[config.mk]
export PLATFORM = sky130hd
export DESIGN_NAME = shiftreg
export DESIGN_NICKNAME = d
export VERILOG_FILES = /design/src/rtl/shiftreg.sv
export SDC_FILE = /design/constraint.sdc
export NUM_CORES = 1
export LEC_CHECK = 0
export ABC_AREA = 0
export CORE_AREA = 10 10 47 49
export DETAILED_ROUTE_END_ITERATION = 10
export DIE_AREA = 0 0 57 59
export GPL_TIMING_DRIVEN = 0
export HOLD_SLACK_MARGIN = 0.03
export SKIP_LAST_GASP = 1
export SYNTH_ARGS = -nofsm -noshare
export SYNTH_HDL_FRONTEND = slang
export SYNTH_SLANG_ARGS = --single-unit
[constraint.sdc]
create_clock -name clk -period 1 [get_ports clk]
set_clock_uncertainty 0.05 [all_clocks]
set_input_delay 0.1 -clock clk [delete_from_list [all_inputs] [get_ports clk]]
set_output_delay 0.1 -clock clk [all_outputs]
set_load 0.03 [all_outputs]
[src/rtl/shiftreg.sv]
// ----------------------------------------------------------------------------
// shiftreg
//   Universal parallel-in/parallel-out shift register, WIDTH bits, one clock.
//   Each rising edge performs exactly one of four operations chosen by s:
//     00 hold, 01 shift right, 10 shift left, 11 parallel load.
//   Serves as a small data-staging / serialising element in the datapath.
//
// Build option
//   SHIFTREG_ROTATE_EN  defined   : modes 01/10 rotate q; a feeds only load.
//                       undefined : modes 01/10 fill from a[WIDTH-1] / a[0].
//
// Parameters
//   WIDTH   register width in bits (legal range WIDTH >= 2)
//
// Ports (positional order a, s, q, clk, reset)
//   a      in   WIDTH  parallel load data; a[WIDTH-1]/a[0] are serial fill bits
//   s      in   2      mode select
//   q      out  WIDTH  register contents, straight from flops
//   clk    in   1      clock, rising edge
//   reset  in   1      synchronous active-high reset, beats every mode
// ----------------------------------------------------------------------------
module shiftreg #(
    parameter int WIDTH = 4
) (
    input  logic [WIDTH-1:0] a,
    input  logic [1:0]       s,
    output logic [WIDTH-1:0] q,
    input  logic             clk,
    input  logic             reset
);

    typedef enum logic [1:0] {
        MODE_HOLD  = 2'b00,
        MODE_SHR   = 2'b01,
        MODE_SHL   = 2'b10,
        MODE_LOAD  = 2'b11
    } mode_e;

    logic [WIDTH-1:0] q_q;
    logic [WIDTH-1:0] q_d;
    logic             fill_r;   // bit entering at the MSB on a right shift
    logic             fill_l;   // bit entering at the LSB on a left shift

`ifdef SHIFTREG_ROTATE_EN
    assign fill_r = q_q[0];
    assign fill_l = q_q[WIDTH-1];
`else
    assign fill_r = a[WIDTH-1];
    assign fill_l = a[0];
`endif

    // Unknown select values fall into default and hold, so a floating s never
    // corrupts the stored word.
    always_comb begin
        q_d = q_q;
        case (s)
            MODE_HOLD: q_d = q_q;
            MODE_SHR:  q_d = {fill_r, q_q[WIDTH-1:1]};
            MODE_SHL:  q_d = {q_q[WIDTH-2:0], fill_l};
            MODE_LOAD: q_d = a;
            default:   q_d = q_q;
        endcase
    end

    always_ff @(posedge clk) begin
        if (reset) begin
            q_q <= '0;
        end else begin
            q_q <= q_d;
        end
    end

    assign q = q_q;

endmodule

==> results by group, run 1 <==
STA
  – Setup_tns: -0.187 ns
  – Worst Tran Pin Value: ~0.28 ns
  – Setup ws final: -0.108 ns
  – Fin. max-slew vios: 0
  – Max frequency: 0.902 GHz
  – Slew headroom: 0.815
  – RSZ-0062 raised after global routing: yes
  – Fin. Hold Viols: 0
  – Fin crit share: 1.11
  – Tmin final: between 1 and 1.5 ns
  – Final setup fails: 2

Cells and area
  – N_diodes: 0
  – Final core utilization: 0.248
  – Final nets: 40
  – Max reg flops: 4
  – Share of cells above drive strength 1: 0.500
  – Area growth, synth to finish: 67.5%
  – Post-Layout Cell Count: 46
  – Post-route design area: roughly 350 µm²

Floorplan
  – Chip width: ~57 µm
  – Core Rows: 14
  – Die H: 59 µm
  – I/O Pins: 12
  – Core footprint: 1400 µm²
  – Area of the die: 3360 µm²
  – Initial Util: 0.148

Run status
  – Status: finished with violations
  – Failing checks: setup timing

GRT
  – Total global-route track usage: 0.0390
  – First-pass GRT wire length: 924 µm
  – Initial antenna violation count: 0
  – Largest net degree at the start of global routing: 6
  – Grt ovf: 0
  – Vias in the first global route: 199

Yosys
  – Seq/Total Area, Yosys: 0.386
  – Asr flop ratio synth: 0
  – Syn Inst Count: 16
  – EDFF count, synth: 0
  – Mapped cell area: between 200 and 250 µm²
  – Synth cell types: 7
  – Most area-hungry cell type in the Yosys netlist: dfxtp_1
  – Synth top area share: 0.386
  – FF+latch count, synth: 4
  – Top area cells in the synthesized netlist: dfxtp_1 (39%), mux4_2 (22%), nor2b_4 (13%)
  – Yosys warns: 0
  – Main flop type after synthesis: dfxtp_1
  – Cell with the most instances after synthesis: dfxtp_1
  – Syn nets: 24
  – Avg Inst Size Synth: between 10 and 15 µm²

Routing
  – Routed vias/inst: slightly below 4
  – Drt total wl: between 500 and 600 µm
  – DRT antenna net count: 0
  – DRC viols: 0
  – Detailed-router iteration count before antenna repair: 2
  – Vias post-DR: 182
  – Avg WL per Cell: 12.4 µm
  – First-iteration detailed-routing DRC count: 2

Clock network
  – Worst-Skew Late Latency: 0.23 ns
  – Root Buffer Master: clkbuf_4
  – Clk slew on worst S/H paths: around 0.040 ns
  – Clock buffer depth: 2
  – Clk sinks: 4
  – H-tree lvl count: 1
  – Num CTS Buffers: 3
  – Hold_buf cts: 0
  – Setup Fix Bufs, Post-CTS: 0
  – CTS tree: built

Critical path
  – CP Max Fanout: 4
  – WP data arrival: between 1 and 1.5 ns
  – Worst Path Required: 1.06 ns
  – WS Path Type: flop to flop
  – Kind of end point of the critical path: flop
  – Critical Path Start Type: flop

Worst hold path
  – Hold crit path type: input port to flop

Power and ir drop
  – P per Cell Area: 1400 nW/µm²
  – P_leak: 0.150 nW
  – Peak supply drop: around 0.57 mV

Placement
  – Placed Area: between 300 and 400 µm²
  – Dpl cells: 43
  – Gp weighted congestion: 0.728
  – I/O Buffers: 11

Job
  – Max cap viols: 0
==> layout by cell type, fill, tap and decap left out <==
master	instances
mux2i_1	2
buf_2	4
clkdlybuf4s50_1	5
dlygate4sd2_1	2
dfxtp_4	2
dfxtp_2	2
nor2b_4	2
inv_1	2
a211oi_1	2
clkbuf_4	3
mux4_2	2
nor2b_1	2
==> metal layers <==
| metal | vias to the layer above | wire length (µm) | GRT usage |
|---|---|---|---|
| li1 | 88 | - | - |
| met1 | 79 | 286 | 0.0430 |
| met2 | 15 | 156 | 0.0341 |
| met3 | 0 | 129 | 0.0622 |
| met4 | 0 | 0 | 0.0101 |
| met5 | - | 0 | 0 |
==> through the flow <==
step           hold slack (ns)  total power [mW]  setup WS, ns
6_report                 0.289             0.486        -0.108
5_1_grt                  0.314             0.519        -0.126
4_1_cts                  0.277             0.502        -0.113
3_5_place_dp             0.503             0.303        -0.529
3_3_place_gp             0.496             0.303        -0.543
2_1_floorplan            0.105             0.239        -0.101
==> layout make-up <==
type                            instances  area [µm²]
Clock buffer                            3        22.5
Fill cell                             163        1050
Inverter                                2        7.51
Multi-Input combinational cell         10         120
Sequential cell                         4        90.1
Tap cell                               16        20.0
Timing Repair Buffer                   11        87.6
==> kinds of logic (layout without fill, tap and decap cells) <==
| kind of cell | Yosys count | after routing | synth area share |
|---|---|---|---|
| flops | 4 | 4 | 0.386 |
| compound gates | 2 | 2 | 0.0723 |
| mux | 4 | 4 | 0.313 |
| buf+inv | 2 | 16 | 0.0362 |
| simple gates | 4 | 4 | 0.193 |
==> report_power, final <==
part	switching (mW)	total [mW]	internal, mW
registers	0.00908	0.180	0.171
logic	0.0482	0.106	0.0582
clock network	0.0654	0.200	0.134
total	0.123	0.486	0.363
==> path summary, 6_finish.rpt <==
kind,end,from,cells after the start,slack [ns]
worst max-delay path,q[1]$_SDFFE_PP0P_,q[2]$_SDFFE_PP0P_,2,-0.11
worst min register to register,q[0]$_SDFFE_PP0P_,q[0]$_SDFFE_PP0P_,2,0.50
worst max register to register,q[1]$_SDFFE_PP0P_,q[2]$_SDFFE_PP0P_,2,-0.11
worst min-delay path,q[0]$_SDFFE_PP0P_,s[1],3,0.29
==> what timing repair did <==
| action | in CTS | in global routing |
|---|---|---|
| endpoints found under the setup margin | 6 | 3 |
| resized for setup | 20 | 2 |
| pin swaps | 0 | 0 |
==> critical path, stage by stage, from the launching register on <==
cell and delay (ns):
dfxtp_4 0.34, mux4_2 0.46, nor2b_4 0.13
Note: power is estimated with default switching activity, not from simulation.
==> run 2, diff against run 1 <==
TNS_END_PERCENT = 20   (was default)
==> results by group, run 2 (same netlist as run 1, synthesis figures left out) <==
Floorplan
  – Area of the die: 3360 µm² (unchanged)
  – Core Rows: 14 (unchanged)
  – Core footprint: 1400 µm² (unchanged)
  – Initial Util: 0.148 (unchanged)
  – Die H: 59 µm (unchanged)
  – I/O Pins: 12 (unchanged)
  – Chip width: 57 µm (unchanged)

Run status
  – Status: finished with violations (unchanged)
  – Failing checks: setup timing (unchanged)

Routing
  – Avg WL per Cell: 12.3 µm (was 12.4 µm)
  – DRT antenna net count: 0 (unchanged)
  – Routed vias/inst: 3.96 (unchanged)
  – Vias post-DR: 182 (unchanged)
  – Drt total wl: 565 µm (was 572 µm)
  – Detailed-router iteration count before antenna repair: 2 (unchanged)
  – First-iteration detailed-routing DRC count: 2 (unchanged)
  – DRC viols: 0 (unchanged)

Critical path
  – CP peak stage delay: 0.46 ns (about the same)
  – CP Max Fanout: 4 (unchanged)
  – Critical path cell sequence: mux4_2 -> nor2b_4 (unchanged)
  – WP data arrival: 1.17 ns (about the same)
  – Cell at the slowest stage of the critical path: mux4_2 (unchanged)
  – FF-to-FF Start: q[2]$_SDFFE_PP0P_ (unchanged)
  – R2r worst-path depth: 2 (unchanged)
  – Worst Path Required: 1.06 ns (about the same)
  – CP startpoint: q[2]$_SDFFE_PP0P_ (unchanged)
  – WS Path Type: flop to flop (unchanged)
  – Critical Path Start Type: flop (unchanged)
  – Critical Path End: q[1]$_SDFFE_PP0P_ (unchanged)
  – Kind of end point of the critical path: flop (unchanged)
  – RR Endpoint: q[1]$_SDFFE_PP0P_ (unchanged)
  – FF-to-FF setup slack: -0.11 ns (about the same)

Clock network
  – H-tree lvl count: 1 (unchanged)
  – Clock buffer depth: 2 (unchanged)
  – Root Buffer Master: clkbuf_4 (unchanged)
  – Clk slew on worst S/H paths: 0.04 ns (about the same)
  – Clk sinks: 4 (unchanged)
  – Num CTS Buffers: 3 (unchanged)
  – Worst-Skew Late Latency: 0.23 ns (about the same)
  – Setup Fix Bufs, Post-CTS: 0 (unchanged)
  – CTS tree: built (unchanged)

STA
  – Tmin final: 1.11 ns (about the same)
  – Fin crit share: 1.11 (about the same)
  – Fin. Hold Viols: 0 (unchanged)
  – RSZ-0062 raised after global routing: yes (unchanged)
  – Final setup fails: 5 (was 2)
  – Worst Tran Pin Value: 0.322 ns (was 0.277 ns)
  – Hold Slack: 0.289 ns (unchanged)
  – Max frequency: 0.902 GHz (about the same)
  – Fin. max-slew vios: 0 (unchanged)
  – Setup ws final: -0.109 ns (was -0.108 ns)
  – Slew headroom: 0.786 (was 0.815)

GRT
  – Largest net degree at the start of global routing: 6 (unchanged)
  – Initial antenna violation count: 0 (unchanged)
  – First-pass GRT wire length: 924 µm (unchanged)
  – Grt ovf: 0 (unchanged)
  – Vias in the first global route: 199 (unchanged)
  – Total global-route track usage: 0.0390 (unchanged)

Power and ir drop
  – Peak supply drop: 0.566 mV (about the same)
  – P per Cell Area: 1350 nW/µm² (was 1400 nW/µm²)
  – Final Total Pwr: 490 µW (was 486 µW)
  – P_leak: 0.147 nW (was 0.150 nW)

Job
  – Max cap viols: 0 (unchanged)

Cells and area
  – Max reg flops: 4 (unchanged)
  – Area growth, synth to finish: 75.3% (was 67.5%)
  – Share of cells above drive strength 1: 0.433 (was 0.500)
  – Post-Layout Cell Count: 46 (unchanged)
  – Final nets: 40 (unchanged)
  – Commonest non-fill, non-tap cells in the layout: clkdlybuf4s50_1 (5), clkbuf_4 (3) (was clkdlybuf4s50_1 (5), buf_2 (4), clkbuf_4 (3))
  – Filler instances: 162 (was 163)
  – Commonest non-fill, non-tap cell in the layout: clkdlybuf4s50_1 (unchanged)
  – N_diodes: 0 (unchanged)
  – Post-route design area: 364 µm² (was 348 µm²)

Worst hold path
  – Hold_sp: s[1] (unchanged)
  – Hold crit path type: input port to flop (unchanged)

Placement
  – Gp weighted congestion: 0.728 (unchanged)
  – I/O Buffers: 11 (unchanged)
  – Dpl cells: 43 (unchanged)
  – Placed Area: 348 µm² (unchanged)
[run 2: cell types whose count changed in the layout (fill, tap and decap cells not counted), sizes merged]
| cell | before | now |
|---|---|---|
| buf | 4 | 0 |
| clkbuf | 3 | 4 |
| clkdlybuf4s15 | 0 | 3 |
[run 2: where the power goes]
part	internal, mW	switching (mW)	leakage [nW]	total (mW)
logic	0.0621	0.0479	0.0984	0.110
registers	0.171	0.00947	0.0350	0.181
clock network	0.134	0.0654	0.0138	0.200
[run 2: worst min-delay path by stage]
stage	endpoint	slack [ns]	cells past startpoint
after floorplan	q[1]$_SDFFE_PP0P_	0.11	1
after global placement	q[0]$_SDFFE_PP0P_	0.50	2
after detailed placement	q[0]$_SDFFE_PP0P_	0.50	2
after CTS	q[0]$_SDFFE_PP0P_	0.28	3
after global routing	q[0]$_SDFFE_PP0P_	0.31	3
final	q[0]$_SDFFE_PP0P_	0.29	3
[run 2: per-layer routing]
layer | up-vias | global-route usage | part of all wire
met5 | - | 0 | 0
met4 | 0 | 0.0101 | 0
met3 | 0 | 0.0622 | 0.22
met2 | 15 | 0.0341 | 0.28
met1 | 79 | 0.0430 | 0.50
li1 | 88 | - | -
[run 2: cell type report]
class | instances | area [µm²] | share of cell area
clock buffers | 3 | 22.5 | 0.0619
repair buffers | 11 | 104 | 0.285
well taps | 16 | 20.0 | 0.0550
flip-flops and latches | 4 | 90.1 | 0.247
multi-input cells | 10 | 120 | 0.330
inverters | 2 | 7.51 | 0.0206
[run 2: repair_timing]
action	CTS	global route
hold buffers	0	0
pin swaps	0	0
setup endpoints to repair	6	6
resized for setup	11	1
[run 2: critical path: cells and delay by family, from the launching register on]
| kind | cells | cell delay [ns] |
|---|---|---|
| muxes | 1 | 0.46 |
| DFF | 1 | 0.34 |
| and+or+nand+nor | 1 | 0.13 |
[run 2: per-stage QoR]
step	utilization	worst slack, ns	setup TNS (ns)
detailed placement	0.248	-0.529	-2.04
global route	0.260	-0.130	-0.552
finish	0.260	-0.109	-0.401
floorplan	-	-0.101	-0.203
global placement	0.248	-0.543	-2.05
CTS	0.263	-0.113	-0.549
==> run 3, diff against run 2 <==
--- a/constraint.sdc
+++ b/constraint.sdc
@@ -4,2 +4,2 @@
 set_output_delay 0.1 -clock clk [all_outputs]
-set_load 0.03 [all_outputs]
+set_load 0.01 [all_outputs]
==> results by group, run 3 (same netlist as run 1, synthesis figures left out) <==
Floorplan
  – I/O Pins: 12 (unchanged)
  – Die H: 59 µm (unchanged)
  – Area of the die: 3360 µm² (unchanged)
  – Chip width: 57 µm (unchanged)
  – Core Rows: 14 (unchanged)
  – Core footprint: 1400 µm² (unchanged)
  – Initial Util: 0.148 (unchanged)

Placement
  – I/O Buffers: 11 (unchanged)
  – Placed Area: 340 µm² (was 348 µm²)
  – Gp weighted congestion: 0.737 (was 0.728)
  – Dpl cells: 43 (unchanged)

Clock network
  – Worst-Skew Late Latency: 0.23 ns (about the same)
  – Post_cts resized: 6 (was 11)
  – Clk slew on worst S/H paths: 0.04 ns (about the same)
  – Root Buffer Master: clkbuf_4 (unchanged)
  – Clk sinks: 4 (unchanged)
  – CTS tree: built (unchanged)
  – H-tree lvl count: 1 (unchanged)
  – Num CTS Buffers: 3 (unchanged)
  – Clock buffer depth: 2 (unchanged)
  – Hold_buf cts: 0 (unchanged)
  – Setup Fix Bufs, Post-CTS: 0 (unchanged)

Worst hold path
  – Hold crit path type: input port to flop (unchanged)

Routing
  – Metal3 WL: 125 µm (unchanged)
  – Max layer used: met3 (unchanged)
  – M1 WL: 281 µm (was 283 µm)
  – First-iteration detailed-routing DRC count: 0 (was 2)
  – Avg WL per Cell: 12.5 µm (was 12.3 µm)
  – Detailed route wirelength on metal2: 168 µm (was 156 µm)
  – Routed vias/inst: 3.91 (was 3.96)
  – Drt total wl: 574 µm (was 565 µm)
  – DRT antenna net count: 0 (unchanged)
  – Vias post-DR: 180 (was 182)
  – DRC viols: 0 (unchanged)
  – Detailed-router iteration count before antenna repair: 1 (was 2)

Critical path
  – Delay-heaviest family, CP: multiplexers (unchanged)
  – Critical Path Start Type: flop (unchanged)
  – Cell at the slowest stage of the critical path: mux4_2 (unchanged)
  – WS Path Type: flop to flop (unchanged)
  – RR Endpoint: q[1]$_SDFFE_PP0P_ (unchanged)
  – Kind of end point of the critical path: flop (unchanged)
  – CP bufs+invs: 0 (unchanged)
  – FF-to-FF setup slack: -0.08 ns (was -0.11 ns)
  – R2r worst-path depth: 2 (unchanged)
  – Critical Path End: q[1]$_SDFFE_PP0P_ (unchanged)
  – WP data arrival: 1.14 ns (was 1.17 ns)
  – Worst Path Required: 1.07 ns (was 1.06 ns)
  – CP peak stage delay: 0.45 ns (was 0.46 ns)
  – CP Depth: 2 (unchanged)
  – FF-to-FF Start: q[2]$_SDFFE_PP0P_ (unchanged)
  – Critical path cell sequence: mux4_2 -> nor2b_4 (unchanged)
  – CP startpoint: q[2]$_SDFFE_PP0P_ (unchanged)
  – CP Max Fanout: 4 (unchanged)

Cells and area
  – Share of cells above drive strength 1: 0.300 (was 0.433)
  – Final nets: 40 (unchanged)
  – Commonest non-fill, non-tap cells in the layout: dlygate4sd2_1 (6), clkdlybuf4s50_1 (5), clkbuf_4 (3) (was clkdlybuf4s50_1 (5), clkbuf_4 (3))
  – Post-route design area: 355 µm² (was 364 µm²)
  – Filler instances: 164 (was 162)
  – Area growth, synth to finish: 71.1% (was 75.3%)
  – Post-Layout Cell Count: 46 (unchanged)
  – Commonest non-fill, non-tap cell in the layout: dlygate4sd2_1 (was clkdlybuf4s50_1)
  – N_diodes: 0 (unchanged)
  – Max reg flops: 4 (unchanged)

GRT
  – Initial antenna violation count: 0 (unchanged)
  – First-pass GRT wire length: 828 µm (was 924 µm)
  – Largest net degree at the start of global routing: 6 (unchanged)
  – Vias in the first global route: 200 (was 199)
  – Grt ovf: 0 (unchanged)
  – Total global-route track usage: 0.0354 (was 0.0390)

STA
  – Setup_tns: -0.172 ns (was -0.401 ns)
  – Worst Tran Pin Value: 0.276 ns (was 0.322 ns)
  – Fin crit share: 1.08 (was 1.11)
  – RSZ-0062 raised after global routing: yes (unchanged)
  – Tmin final: 1.08 ns (was 1.11 ns)
  – Fin. Hold Viols: 0 (unchanged)
  – Setup ws final: -0.0770 ns (was -0.109 ns)
  – Max frequency: 0.929 GHz (was 0.902 GHz)
  – Fin. max-slew vios: 0 (unchanged)
  – Slew headroom: 0.815 (was 0.786)
  – Hold Slack: 0.289 ns (about the same)
  – Final setup fails: 5 (unchanged)

Run status
  – Status: finished with violations (unchanged)
  – Failing checks: setup timing (unchanged)

Job
  – Max cap viols: 0 (unchanged)

Power and ir drop
  – P per Cell Area: 1340 nW/µm² (was 1350 nW/µm²)
  – Final Total Pwr: 477 µW (was 490 µW)
  – Peak supply drop: 0.440 mV (was 0.566 mV)
  – P_leak: 0.157 nW (was 0.147 nW)
-- run 3: cell count changes in the layout (fill, tap and decap cells not counted) --
cell,change
clkbuf_2,-1
clkdlybuf4s15_2,-1
dfxtp_1,+2
clkdlybuf4s15_1,-2
dlygate4sd2_1,+4
dfxtp_4,-2
-- run 3: worst min path at each step --
stage,from,endpoint,cells past startpoint,slack [ns]
floorplan,reset,q[1]$_SDFFE_PP0P_,1,0.11
global placement,q[3]$_SDFFE_PP0P_,q[3]$_SDFFE_PP0P_,2,0.52
CTS,s[1],q[0]$_SDFFE_PP0P_,3,0.29
detailed placement,q[0]$_SDFFE_PP0P_,q[0]$_SDFFE_PP0P_,2,0.53
finish,s[1],q[0]$_SDFFE_PP0P_,3,0.29
global route,s[0],q[3]$_SDFFE_PP0P_,3,0.32
-- run 3: per-stage QoR --
step,worst slack (ns),utilization
final,-0.0770,0.254
after global routing,-0.0944,0.254
after CTS,-0.0829,0.254
after detailed placement,-0.534,0.243
after global placement,-0.541,0.243
after floorplan,-0.0564,-
-- run 3: final cells by class --
type	count	area (µm²)	area share
Multi-Input combinational cell	10	120	0.338
Timing Repair Buffer	11	103	0.289
Sequential cell	4	82.6	0.232
Clock buffer	3	22.5	0.0634
Tap cell	16	20.0	0.0563
Inverter	2	7.51	0.0211
-- run 3: worst register-to-register path, cell delays in order, from the launching register on --
cell	delay (ns)
dfxtp_2	0.33
mux4_2	0.45
nor2b_4	0.13
-- run 3: power by group --
group | internal (mW) | switching, mW | total, mW
Combinational | 0.0607 | 0.0309 | 0.0917
Clock | 0.134 | 0.0688 | 0.203
Sequential | 0.173 | 0.00913 | 0.182
-- run 3: routing by layer --
metal / vias to the layer above / track usage
li1: 86 / -
met1: 80 / 0.0404
met2: 14 / 0.0279
met3: 0 / 0.0386
met4: 0 / 0.0403
met5: - / 0
